<file path="src/rtl/bounded_universal_counter.sv">
// Bounded up/down/bounce counter with programmable limits, step size and wrap/saturate policy.
// Sums and compares are one bit wider than the count, so a step never aliases modulo 2^WIDTH.
module bounded_universal_counter #(
  parameter int unsigned WIDTH  = 8,
  parameter int unsigned STEP_W = 4
) (
  input  logic              clk,
  input  logic              rst_n,
  input  logic              enable,
  input  logic [1:0]        mode,
  input  logic              load,
  input  logic [WIDTH-1:0]  load_val,
  input  logic [STEP_W-1:0] step,
  input  logic [WIDTH-1:0]  lo_lim,
  input  logic [WIDTH-1:0]  hi_lim,
  input  logic              sat,
  output logic [WIDTH-1:0]  count,
  output logic              dir,
  output logic              tc,
  output logic              err
);

  localparam int unsigned XW = WIDTH + 1;

  localparam logic [1:0] ModeHold   = 2'b00;
  localparam logic [1:0] ModeUp     = 2'b01;
  localparam logic [1:0] ModeDown   = 2'b10;
  localparam logic [1:0] ModeBounce = 2'b11;

  logic [WIDTH-1:0] count_q, count_d;
  logic             dir_q, dir_d;
  logic             tc_q, tc_d;
  logic             err_q, err_d;

  logic [XW-1:0]    cnt_x, lo_x, hi_x, step_x, up_sum, lo_plus, dn_diff;
  logic             lim_err;
  logic             active;
  logic             moving_up;
  logic             wrapped;
  logic [WIDTH-1:0] target;

  assign cnt_x   = {1'b0, count_q};
  assign lo_x    = {1'b0, lo_lim};
  assign hi_x    = {1'b0, hi_lim};
  assign step_x  = XW'(step);
  assign up_sum  = cnt_x + step_x;
  assign lo_plus = lo_x + step_x;
  assign dn_diff = cnt_x - step_x;

  assign lim_err = (lo_lim > hi_lim);
  assign active  = !load && !lim_err && enable && (mode != ModeHold) && (step != '0);
  assign err_d   = lim_err;

  always_comb begin
    count_d   = count_q;
    dir_d     = dir_q;
    moving_up = 1'b1;
    wrapped   = 1'b0;
    if (load) begin
      count_d = load_val;
    end else if (active) begin
      case (mode)
        ModeUp: begin
          moving_up = 1'b1;
          if (up_sum <= hi_x && cnt_x >= lo_x) begin
            count_d = up_sum[WIDTH-1:0];
          end else if (sat) begin
            count_d = hi_lim;
          end else begin
            count_d = lo_lim;
            wrapped = (up_sum > hi_x);
          end
        end
        ModeDown: begin
          moving_up = 1'b0;
          if (cnt_x >= lo_plus && cnt_x <= hi_x) begin
            count_d = dn_diff[WIDTH-1:0];
          end else if (sat) begin
            count_d = lo_lim;
          end else begin
            count_d = hi_lim;
            wrapped = (cnt_x < lo_plus);
          end
        end
        ModeBounce: begin
          // Out-of-range counts clamp to the violated limit and turn back into range.
          if (cnt_x < lo_x) begin
            moving_up = 1'b1;
            count_d   = lo_lim;
            dir_d     = 1'b1;
          end else if (cnt_x > hi_x) begin
            moving_up = 1'b0;
            count_d   = hi_lim;
            dir_d     = 1'b0;
          end else if (dir_q) begin
            moving_up = 1'b1;
            if (up_sum >= hi_x) begin
              count_d = hi_lim;
              dir_d   = 1'b0;
            end else begin
              count_d = up_sum[WIDTH-1:0];
            end
          end else begin
            moving_up = 1'b0;
            if (cnt_x <= lo_plus) begin
              count_d = lo_lim;
              dir_d   = 1'b1;
            end else begin
              count_d = dn_diff[WIDTH-1:0];
            end
          end
        end
        default: begin
          count_d = count_q;
        end
      endcase
    end
  end

  always_comb begin
    target = moving_up ? hi_lim : lo_lim;
    tc_d   = active && !wrapped && (count_d == target) && (count_d != count_q);
  end

  always_ff @(posedge clk) begin
    if (!rst_n) begin
      count_q <= '0;
      dir_q   <= 1'b1;
      tc_q    <= 1'b0;
      err_q   <= 1'b0;
    end else begin
      count_q <= count_d;
      dir_q   <= dir_d;
      tc_q    <= tc_d;
      err_q   <= err_d;
    end
  end

  assign count = count_q;
  assign dir   = dir_q;
  assign tc    = tc_q;
  assign err   = err_q;

endmodule

</file>
<file path="config.mk">
export PLATFORM = sky130hd
export DESIGN_NAME = bounded_universal_counter
export DESIGN_NICKNAME = d
export VERILOG_FILES = /design/src/rtl/bounded_universal_counter.sv
export SDC_FILE = /design/constraint.sdc
export NUM_CORES = 1
export LEC_CHECK = 0
export CORE_MARGIN = 3
export CORE_UTILIZATION = 63
export DETAILED_ROUTE_END_ITERATION = 10
export GPL_TIMING_DRIVEN = 0
export HOLD_SLACK_MARGIN = 0.03
export PLACE_DENSITY = 0.91
export SYNTH_ARGS = -nofsm -noshare
export SYNTH_HDL_FRONTEND = slang
export SYNTH_SLANG_ARGS = --single-unit
</file>
<file path="constraint.sdc">
create_clock -name clk -period 12.8 [get_ports clk]
set_input_delay 1.92 -clock clk [delete_from_list [all_inputs] [get_ports clk]]
set_output_delay 1.92 -clock clk [all_outputs]
set_load 0.01 [all_outputs]
</file>
# == Word level (Yosys, flattened, before mapping) ==
# Index checks and enable logic that the tools add are counted.
# totals
regBits,11
in_bits,35
out_inout_bits,11
word_cells,70
# op_classes
add_sub_neg,3
order_cmp,11
n_eq_ne,5
muxes,31
bitwise_logic,1
n_reduce_logical,15
# op_table
cell,count
8-bit two-way mux,12
8-bit one-hot mux with 3 select lines,1
8-bit by 4-bit adder with 9-bit output,2
8-bit greater-than comparator,2
1-bit two-way mux,16
8-bit by 9-bit >= comparator with 1-bit output,1
9-bit by 8-bit >= comparator with 1-bit output,1
9-bit by 8-bit greater-than comparator with 1-bit output,1
8-bit by 9-bit <= comparator with 1-bit output,1
9-bit by 8-bit <= comparator with 1-bit output,1
1-bit logical AND,9
8-bit by 9-bit less-than comparator with 1-bit output,1
8-bit == test,1
8-bit >= comparator,1
8-bit <= comparator,1
8-bit less-than comparator,1
8-bit inequality test,1
8-bit by 4-bit subtractor with 8-bit output,1
2-bit == test (second input constant),2
1-bit one-hot mux with 2 select lines,2
4-bit nonzero test,1
1-bit zero test,3
3-bit AND reduction,1
2-bit by 1-bit == test with 1-bit output (second input constant),1
2 further kinds,2

# == Logic depth before layout (Yosys ltp) ==
# Gate-level depths: netlist (run 1).
# logic_depth
word_depth,12
ltp_mapped,20

# == Least setup slack after synthesis (run 1) ==
# No wires, ideal clock.
# synth_path
path_kind,input to register
start,input port step[2]
end,"register tc_q, in the netlist tc"
arrival_ps,5640
t_required_ps,12697
setup_slack_ps,7057
stages,20
path_buffers,2
path_cell_list,inv_1 -> ha_1 -> buf_6 -> or3b_4 -> and3_2 -> xnor2_1 -> inv_1 -> ha_1 -> and4_1 -> nand2_1 -> a31o_2 -> and2_1 -> buf_6 -> a211oi_1 -> a211oi_1 -> nor4_2 -> nand2_1 -> mux2_2 -> nand4_1 -> a2111oi_2
# synth_between
elab_chain_len,12
elab_cells_between_ends,39
# synth_rtl
item,line,source
"start, declared",13,"input logic [STEP_W-1:0] step,"
8-bit by 4-bit adder with 9-bit output (on tied branches),"47, 46",
8-bit by 9-bit <= comparator with 1-bit output or 9-bit by 8-bit >= comparator with 1-bit output (tied branches),"105, 97",
8-bit two-way mux (on tied branches),"105, 97",
8-bit two-way mux,95,end else if (dir_q) begin
8-bit two-way mux,91,end else if (cnt_x > hi_x) begin
8-bit two-way mux,87,if (cnt_x < lo_x) begin
8-bit one-hot mux with 3 select lines,62,case (mode)
8-bit two-way mux,61,end else if (active) begin
8-bit two-way mux,59,if (load) begin
8-bit == test,122,tc_d = active && !wrapped && (count_d == target) && (count_d != count_q);
1-bit logical AND,122,
1-bit logical AND (*),122,
"end signal, assigned",134,tc_q <= tc_d;
"end, declared",32,"logic tc_q, tc_d;"
# Mark *: on every way between the ends. The rest lies on a longest branch, timed or not.
# A chain may end at the register's enable or synchronous reset.

# == Worst setup path in the final report (run 1) ==
# layout_path
start,input port step[1]
end,"register tc_q, in the netlist tc"
# The elaborated chain is that of the path after synthesis.

==> results of run 1 <==
power groups by stage:
stage / Combinational (W) / Clock [W] / Sequential [W]
3_3_place_gp: 0.000201 / 0 / 0.0000437
2_1_floorplan: 0.000142 / 0 / 0.0000421
4_1_cts: 0.000209 / 0.0000371 / 0.0000430
3_5_place_dp: 0.000208 / 0 / 0.0000438
5_1_grt: 0.000234 / 0.0000387 / 0.0000436
6_report: 0.000221 / 0.0000372 / 0.0000433
placed cells by master, fill, tap and decap left out, types with 4 or more instances in the layout:
master           synthesis  routed
ha_1                    56      56
clkdlybuf4s50_1          0      44
a21oi_1                 40      40
nand2_1                 37      37
inv_1                   33      33
nor2_1                  28      28
nand3_1                 28      28
o21ai_0                 24      24
xnor2_1                 20      20
mux2i_1                 14      14
o211ai_1                13      13
xor2_1                  11      11
a211oi_1                11      11
dfxtp_1                 11      11
nor3_1                  10      10
clkbuf_1                 8       9
nor2b_1                  8       8
and2_1                   8       8
nand4_1                  7       7
o221ai_1                 7       7
buf_6                    6       6
a21o_1                   6       6
and3_1                   6       6
buf_2                    5       5
and4_1                   4       4
a31oi_1                  4       4
o22ai_1                  4       4
nand2b_1                 4       4
metrics by stage:
| stage | instances | worst slack (ns) | utilization |
|---|---|---|---|
| floorplan | 504 | 7.06 | - |
| global placement | 620 | 5.83 | 0.766 |
| detailed placement | 620 | 5.77 | 0.766 |
| CTS | 624 | 6.03 | 0.774 |
| global route | 624 | 5.51 | 0.774 |
| finish | 624 | 5.80 | 0.774 |
how the worst max path moves through the flow:
stage | end | slack (ns) | cells after the start
after floorplan | tc | 7.06 | 20
after global placement | tc | 5.83 | 19
after detailed placement | tc | 5.77 | 19
after CTS | tc | 6.03 | 19
after global routing | tc | 5.51 | 19
final | tc | 5.80 | 19
layout make-up:
cell class	instances	area (um2)
Clock buffer	4	45.0
Sequential cell	11	220
Multi-Input combinational cell	435	3310
Fill cell	462	1280
Timing Repair Buffer	44	440
Tap cell	72	90.1
Inverter	34	128
Buffer	24	159
worst min-delay path: stages (launching register included):
cell	delay, ns
dfxtp_1	0.32
buf_6	0.15
clkinv_1	0.16
o221ai_1	0.15
registers in the layout, summed over array words and instances, names as in the netlist:
register and count:
err 1, dir 1, count 8, tc 1
cells by family (layout without fill, tap and decap cells):
logic type	Yosys count	in the layout
compound gates	160	160
xor+xnor	31	31
fa+ha+maj	59	59
buf+inv	58	106
flops	11	11
mux	17	17
simple gates	168	168
per-layer routing:
layer,wire (um),vias up,track usage
met3,2100,87,0.136
met1,5210,2025,0.497
met5,0,-,0
met2,5900,335,0.582
met4,775,0,0.183
li1,-,2003,-
==> summary.md, run 1 <==
| Metric | Value |
|---|---|
| Hold Fails Final Rpt | 0 |
| PostCTS Resize Cnt | 0 |
| Clock root buffer | clkbuf_8 |
| Min Clock Period, post-route | 7.00 ns |
| I/O pins | 46 |
| Sw frac | 0.517 |
| Die area | 7030 um2 |
| Vias per inst | 7.13 |
| Leading area contributor after synthesis | ha_1 |
| Routed WL per cell | 22.4 um |
| # Post-CTS Setup Buffers | 0 |
| Hold_sp | dir |
| Pin count of the biggest net entering global routing | 13 |
| CTS H-tree lvls | 1 |
| CTS Buf Count | 3 |
| CTS sink count | 11 |
| Maximum VDD drop | ~0.083 mV |
| Slew at the pin closest to its max-slew limit | 0.797 ns |
| Delay-heaviest family, CP | compound AO/OA/AOI/OAI gates |
| Syn Area/Cell | roughly 7.6 um2 |
| Count of cell types in the netlist | 85 |
| Post-Syn Area | 3820 um2 |
| Hold slack | 0.841 ns |
| Internal power | 0.000145 W |
| Worst setup EP type | flip-flop |
| Antenna cells | 0 |
| WP buf/inv | 2 |
| Leak pwr | roughly 1.8 nW |
| Share of cells above drive strength 1 | 0.0960 |
| Final wirelength | 14000 um |
| Hold Buf Count CTS | 0 |
| Psw | about 0.00016 W |
| Post-route ant nets | 0 |
| Nets | 647 |
| Simple logic cell fraction of the synthesized area | 0.237 |
| DP Area | 4350 um2 |
| RSZ-0062 raised after global routing | false |
| Global route overflow | 0 |
| Drt drc | 0 |
| Status | finished, final reports clean |
| Vias in the first global route | 4283 |
| Max Cap Viol | 0 |
| Final Max Slew Viols | 0 |
| Compound-Gate Fraction of Synth Area | 0.314 |
| Synth Area in Adders | 0.199 |
| Total power | 0.000301 W |
| Register area share after synthesis | 0.0577 |
| Worst-case reg-to-reg path depth | 18 |
| GPL Wtd Cong | 1.12 |
| Reg2Reg Setup Slack | 7.45 ns |
| CP cell instances | clkdlybuf4s50_1, inv_1, ha_1, or3b_4, a31oi_4, o21ai_0, xnor2_1, ha_1, and3_1, nand3_1, a21oi_1, nand3_2, mux2i_1, a211oi_2, o311ai_0, a221oi_2, nand3_2, a2111oi_4, a2111oi_2 |
| Largest family of logic cells by synthesized area | compound AO/OA/AOI/OAI gates |
| Cells after synthesis | between 500 and 600 |
| Slew HR | 0.462 |
| DRT iter0 DRCs | 536 |
| Antenna violations before repair | 0 |
| Startpoint type of the worst setup path | input port |
| Layout overhead on the synthesized area | 15.1% |
| Commonest cells post-synth | ha_1, a21oi_1, nand2_1 |
| Logic pwr share | 0.733 |
| Total global-route track usage | 0.389 |
| Chip width | 83.8 um |
| Core area | 5680 um2 |
| DR vias | 4450 |
| # rows | 27 |
| Critical path's slowest cell | clkdlybuf4s50_1 |
| Max incr delay on CP | between 0.6 and 0.7 ns |
| Worst setup startpoint | step[1] |
| First-pass GRT wire length | 22000 um |
| Synth top area share | 0.184 |
| Fmax | 143 MHz |
| Sequential share of power | 0.144 |
| R2R Path End | tc |
| Chip height | 83.8 um |
| Clock slew at reported path FFs | 0.06 ns |
| Share of synthesized registers carrying an async set or reset | 0 |
| Final setup vio count | 0 |
| XOR/XNOR share of the synthesized area | 0.0711 |
| Post-synth net total | 598 |
| Syn. warnings | 0 |
| Starting Density | 0.672 |
| Hold path depth | 3 |
| Reg2Reg Launch Point | count[2] |
| Post-synth EDFFs | 0 |
| CP max FO | 10 |
| Detailed Routing Iterations Pass 1 | 7 |
| Fin crit share | 0.547 |
| Port bufs | 44 |
| Max clock buf depth | 2 |
| Fin area | 4390 um2 |
| Top-count cell post-synth | ha_1 |
| #FFs+latches synth | 11 |
| CTS tree | done |
| Top cells by area, synth | ha_1, dfxtp_1, a21oi_1 |
| Layout Skew | approximately 0.0065 ns |
| Proportion of synthesized area in mux cells | 0.0456 |
| DP HPWL | 11100 um |
| Min-delay worst type | flip-flop to flip-flop |
| Final TNS setup | 0 ns |
| Endpoint, Worst Hold | dir |
| CP required | 12.91 ns |
| Power density over the cells | slightly below 70 nW/um2 |
| Primary FF master, synth | dfxtp_1 |
| Clock power share | 0.123 |
| Worst EP arrival | around 7.1 ns |
| Clock Latency Late Sink | 0.25 ns |
| CP Class | input port to flip-flop |
Note: power is estimated with default switching activity, not from simulation.
==> run 2, diff against run 1 <==
CORE_UTILIZATION = 59   (was 63)
PLACE_DENSITY = 0.86   (was 0.91)
clock period = 7.1 ns   (was 12.8 ns; I/O delays follow)
==> run 2 against run 1 <==
  * Via count up 1.4%
  * Clock power is 94% higher
  * First-iteration DRC count rose by 23%
  * Setup slack got worse by 5.0 ns
  * Design area barely moved
  * Highest routed layer unchanged
==> summary.md, run 2 (same netlist as run 1, synthesis figures left out) <==
| Metric | Value |
|---|---|
| Slew HR | 0.515 (+0.0534) |
| Most common cell after layout, fill and taps aside | ha_1 |
| GPL Wtd Cong | 1.01 (-9.9%) |
| Fin crit share | 0.886 |
| Final wirelength | 14300 um (+2.5%) |
| Vias per inst | 7.20 (+0.95%) |
| Slew at the pin closest to its max-slew limit | 0.718 ns (-0.0791 ns) |
| Global route overflow | 0 (unchanged) |
| DR vias | 4514 (+1.4%) |
| Startpoint type of the worst setup path | input port |
| Worst EP arrival | 6.44 ns (-0.67 ns) |
| Core area | 6100 um2 (+7.4%) |
| Hold Fails Final Rpt | 0 (unchanged) |
| CP max FO | 8 (-2) |
| CTS sink count | 11 (unchanged) |
| # rows | 28 (+3.7%) |
| Share of cells above drive strength 1 | 0.0960 (unchanged) |
| Max incr delay on CP | 0.62 ns (-0.02 ns) |
| CTS tree | done |
| Clock slew at reported path FFs | 0.06 ns (about the same) |
| Final TNS setup | 0 ns (unchanged) |
| Fmax | 159 MHz |
| CP required | 7.25 ns (-5.66 ns) |
| Min-delay worst type | flip-flop to flip-flop |
| Critical path's slowest cell | clkdlybuf4s50_1 |
| Detailed Routing Iterations Pass 1 | 7 (unchanged) |
| Power density over the cells | 124 nW/um2 (+81%) |
| Maximum VDD drop | 0.121 mV (+46%) |
| Layout Skew | 0.00923 ns (+0.00273 ns) |
| CTS Buf Count | 3 (unchanged) |
| Clock Latency Late Sink | 0.26 ns (about the same) |
| Starting Density | 0.626 (-0.0464) |
| RSZ-0062 raised after global routing | false |
| Pin count of the biggest net entering global routing | 13 (unchanged) |
| CP Class | input port to flip-flop |
| Dpl ws | 0.794 ns (-4.97 ns) |
| Fin worst setup slack | 0.813 ns (-4.99 ns) |
| Antenna cells | 0 (unchanged) |
| DRT iter0 DRCs | 660 (+23%) |
| DP HPWL | 11500 um (+3.6%) |
| # Post-CTS Setup Buffers | 0 (unchanged) |
| Status | finished, final reports clean |
| I/O pins | 46 (unchanged) |
| Chip width | 86.4 um (+3.1%) |
| Antenna violations before repair | 0 (unchanged) |
| Leak pwr | 1.84 nW (unchanged) |
| Min Clock Period, post-route | roughly 6.3 ns |
| CTS H-tree lvls | 1 (unchanged) |
| Total global-route track usage | 0.385 (-0.00461) |
| Post-route ant nets | 0 (unchanged) |
| Max reg flops | 8 (unchanged) |
| Max clock buf depth | 2 (unchanged) |
| Final Max Slew Viols | 0 (unchanged) |
| Max Cap Viol | 0 (unchanged) |
| Most frequent cells in the layout | ha_1, clkdlybuf4s50_1, a21oi_1 |
| Layout overhead on the synthesized area | 15.2% (about the same) |
| Die area | 7470 um2 (+6.3%) |
| Vias in the first global route | 4245 (-0.89%) |
| Chip height | 86.4 um (+3.1%) |
| CP cell instances | clkdlybuf4s50_1, ha_1, fa_1, nand3_1, and2_1, nor2_1, xnor2_1, ha_1, nand3_1, or2_2, a31oi_1, nand2_1, o21ai_0, a211oi_1, nor4_2, nand2_1, mux2_2, nand4_1, a2111oi_2 |
| Nets | 647 (unchanged) |
| First-pass GRT wire length | 22400 um (+1.8%) |
| Clock root buffer | clkbuf_8 |
| Drt drc | 0 (unchanged) |
| Final setup vio count | 0 (unchanged) |
| Port bufs | 44 (unchanged) |
| Hold slack | 0.849 ns (+0.00821 ns) |
| Routed WL per cell | 22.8 um (+2.0%) |
| Worst setup EP type | flip-flop |
| Hold Buf Count CTS | 0 (unchanged) |
| PostCTS Resize Cnt | 0 (unchanged) |
-- run 2: where the power goes --
group          leakage [nW]   total, W  internal [W]  switching (W)
registers            0.0908  0.0000775     0.0000660      0.0000115
clock network        0.0228  0.0000720     0.0000399      0.0000321
logic                  1.73   0.000394      0.000156       0.000238
total                  1.84   0.000544      0.000262       0.000282
-- run 2: metal layers --
| layer | share of wire | track usage |
|---|---|---|
| met5 | 0 | 0 |
| met4 | 0.044 | 0.161 |
| met3 | 0.13 | 0.0913 |
| met2 | 0.45 | 0.610 |
| met1 | 0.38 | 0.497 |
-- run 2: final timing paths --
| check | startpoint | to | slack [ns] | cells after the start |
|---|---|---|---|---|
| worst max register to register | count[2] | tc | 1.76 | 18 |
| worst min register to register | dir | dir | 0.85 | 3 |
| worst max-delay path | lo_lim[0] | tc | 0.81 | 19 |
| worst min-delay path | dir | dir | 0.85 | 3 |
-- run 2: area by class of cell --
class / count / area (um2)
Inverter: 34 / 128
Multi-Input combinational cell: 435 / 3310
Sequential cell: 11 / 220
Clock buffer: 4 / 45.0
Tap cell: 75 / 93.8
Timing Repair Buffer: 44 / 440
Buffer: 24 / 159
Fill cell: 505 / 1700
-- run 2: per-stage QoR --
step	instances	util	power, W	cell area (um2)
floorplan	504	-	0.000332	3820
global route	627	0.721	0.000573	4400
global placement	623	0.714	0.000443	4350
CTS	627	0.721	0.000525	4400
detailed placement	623	0.714	0.000453	4350
finish	627	0.721	0.000544	4400
-- run 2: worst max-delay path, delay by kind of cell --
kind | cells | cell delay, ns
and+or+nand+nor | 9 | 1.97
AOI/OAI and AO/OA | 4 | 1.31
adders and majority gates | 3 | 1.06
buffers and inverters | 1 | 0.62
muxes | 1 | 0.28
xor gates and xnor gates | 1 | 0.13
==> run 3, diff against run 2 <==
clock period = 5.8 ns   (was 7.1 ns; I/O delays follow)
==> run 3 against run 2 <==
  * Via count fell by 0.73%
  * Register-to-register slack worse by 1.0 ns
  * Clock-buffer cell count stayed put
  * Hold slack better by 0.013 ns
  * Routed wire length rose by 0.81%
  * Sequential share of layout area fell by 0.088 points
  * Setup slack got worse by 0.60 ns
  * Critical path type unchanged
  * Largest power group unchanged
==> summary.md, run 3 (same netlist as run 1, synthesis figures left out) <==
| Metric | Value |
|---|---|
| Detailed Routing Iterations Pass 1 | 7 (unchanged) |
| CTS H-tree lvls | 1 (unchanged) |
| Fin worst setup slack | 0.214 ns (-0.599 ns) |
| Leak pwr | 1.89 nW (+2.6%) |
| Psw | 0.000352 W (+25%) |
| DR vias | 4481 (-0.73%) |
| Share of cells above drive strength 1 | 0.110 (+0.0143) |
| CTS tree | done |
| # rows | 28 (unchanged) |
| Max reg flops | 8 (unchanged) |
| Starting Density | 0.626 (unchanged) |
| Global route overflow | 0 (unchanged) |
| Min-delay worst type | flip-flop to flip-flop |
| Chip width | 86.4 um (unchanged) |
| Fmax | 179 MHz |
| Hold Fails Final Rpt | 0 (unchanged) |
| Clock power share | 0.129 (-0.003) |
| Min Clock Period, post-route | 5.59 ns |
| Status | finished, final reports clean |
| Pin count of the biggest net entering global routing | 13 (unchanged) |
| Clock slew at reported path FFs | 0.06 ns (about the same) |
| Logic pwr share | 0.731 (+0.006) |
| Post-route ant nets | 0 (unchanged) |
| Antenna cells | 0 (unchanged) |
| Layout Skew | 0.00568 ns (-0.00356 ns) |
| Final TNS setup | 0 ns (unchanged) |
| Clock root buffer | clkbuf_8 |
| Fin crit share | 0.963 |
| Sw frac | 0.518 (about the same) |
| DP Area | 4350 um2 (unchanged) |
| Chip height | 86.4 um (unchanged) |
| Vias in the first global route | 4246 (+0.024%) |
| GPL Wtd Cong | 1.01 (unchanged) |
| Power density over the cells | 152 nW/um2 (+23%) |
| Nets | 648 (+0.15%) |
| CP Class | input port to flip-flop |
| Final wirelength | 14400 um (+0.81%) |
| Internal power | 0.000327 W (+25%) |
| CP required | 5.95 ns (-1.30 ns) |
| Slew at the pin closest to its max-slew limit | 0.706 ns (-0.0125 ns) |
| Finished Core Util | 0.734 (+0.0129) |
| Most frequent cells in the layout | ha_1, clkdlybuf4s50_1, a21oi_1, nand2_1, inv_1 |
| Fin cells | 628 (+0.16%) |
| Clock Latency Late Sink | 0.26 ns (about the same) |
| Die area | 7470 um2 (unchanged) |
| Core area | 6100 um2 (unchanged) |
| Maximum VDD drop | 0.150 mV (+23%) |
| Vias per inst | 7.14 (-0.89%) |
| CTS sink count | 11 (unchanged) |
| DP HPWL | 11500 um (unchanged) |
| Worst setup EP type | flip-flop |
| Met2 usage | 0.608 (-0.00209) |
| Routed WL per cell | 23.0 um (+0.65%) |
| First-pass GRT wire length | 22300 um (-0.15%) |
| Most common cell after layout, fill and taps aside | ha_1 |
| Max Cap Viol | 0 (unchanged) |
| Fin area | 4470 um2 (+1.8%) |
| Worst EP arrival | 5.74 ns (-0.70 ns) |
| Max clock buf depth | 2 (unchanged) |
| Startpoint type of the worst setup path | input port |
| CP max FO | 8 (unchanged) |
| Met3 Usage GRT | 0.0913 (unchanged) |
| I/O pins | 46 (unchanged) |
| Global routing's busiest layer | met2 |
| DRT iter0 DRCs | 658 (-0.30%) |
| Antenna violations before repair | 0 (unchanged) |
| Hold Buf Count CTS | 0 (unchanged) |
| Dpl ws | -0.311 ns (-1.10 ns) |
| Total global-route track usage | 0.384 (-0.000393) |
| Layout overhead on the synthesized area | 17.2% |
| Dpl cells | 623 (unchanged) |
| Drt drc | 0 (unchanged) |
| Sequential share of power | 0.140 (-0.002) |
| Final setup vio count | 0 (unchanged) |
| Slew HR | 0.523 (+0.00843) |
| Final Max Slew Viols | 0 (unchanged) |
| Met1 GRT Util | 0.498 (+0.000572) |
| Port bufs | 44 (unchanged) |
| CTS Buf Count | 3 (unchanged) |
-- run 3: cell types whose count changed in the layout (fill, tap and decap cells not counted), moves of 3 or more --
cell	previous run	this run
a21oi_1	40	37
a21oi_2	1	4
dlymetal6s2s_1	0	3
clkdlybuf4s50_1	44	41
-- run 3: path summary, 6_finish.rpt --
| kind | slack, ns | startpoint | cells after the start | end |
|---|---|---|---|---|
| max | 0.21 | step[2] | 22 | tc |
| min | 0.86 | dir | 3 | dir |
| max reg2reg | 0.74 | count[2] | 20 | tc |
| min reg2reg | 0.86 | dir | 3 | dir |
-- run 3: routing by layer --
layer / vias up / wire length, um / share of wire
met4: 0 / 614 / 0.043
met2: 348 / 6470 / 0.45
li1: 2003 / - / -
met3: 59 / 1910 / 0.13
met5: - / 0 / 0
met1: 2071 / 5450 / 0.38
-- run 3: what timing repair did --
action / 4_1_cts / 5_1_grt
endpoints found under the setup margin: 1 / 1
gates resized for setup: 1 / 14
buffers inserted: 0 / 1
pin swaps: 0 / 1
hold endpoints to repair: 0 / 0
-- run 3: worst max-delay path, cell delays in order --
cell and delay [ns]:
clkdlybuf4s50_1 0.55, inv_1 0.07, ha_1 0.31, buf_6 0.14, or3b_4 0.43, and3_2 0.23, xnor2_2 0.18, inv_1 0.10
ha_1 0.29, and4_1 0.26, nand2_1 0.07, a31o_2 0.32, and2_1 0.17, buf_6 0.14, a211oi_1 0.25, a211oi_1 0.11
nor4_2 0.29, buf_4 0.17, nand2_1 0.08, mux2_2 0.26, nand4_1 0.11, a2111oi_2 0.34
-- run 3: metrics by stage --
step	hold slack [ns]	power, W
finish	0.863	0.000680
global route	0.880	0.000715
CTS	0.831	0.000643
detailed placement	0.829	0.000554
global placement	0.862	0.000542
floorplan	0.743	0.000407
-- run 3: power groups by stage --
stage / Combinational [W] / Clock, W / Sequential (W)
2_1_floorplan: 0.000314 / 0 / 0.0000930
3_3_place_gp: 0.000446 / 0 / 0.0000960
3_5_place_dp: 0.000458 / 0 / 0.0000961
4_1_cts: 0.000462 / 0.0000868 / 0.0000944
5_1_grt: 0.000530 / 0.0000894 / 0.0000955
6_report: 0.000497 / 0.0000875 / 0.0000950
-- run 3: cell type report --
cell class / instances / area, um2
sequential: 11 / 220
multi-input combinational: 435 / 3370
fill: 491 / 1620
buffer: 24 / 159
tap: 75 / 93.8
timing repair buffer: 45 / 455
clock buffer: 4 / 45.0
inverter: 34 / 128
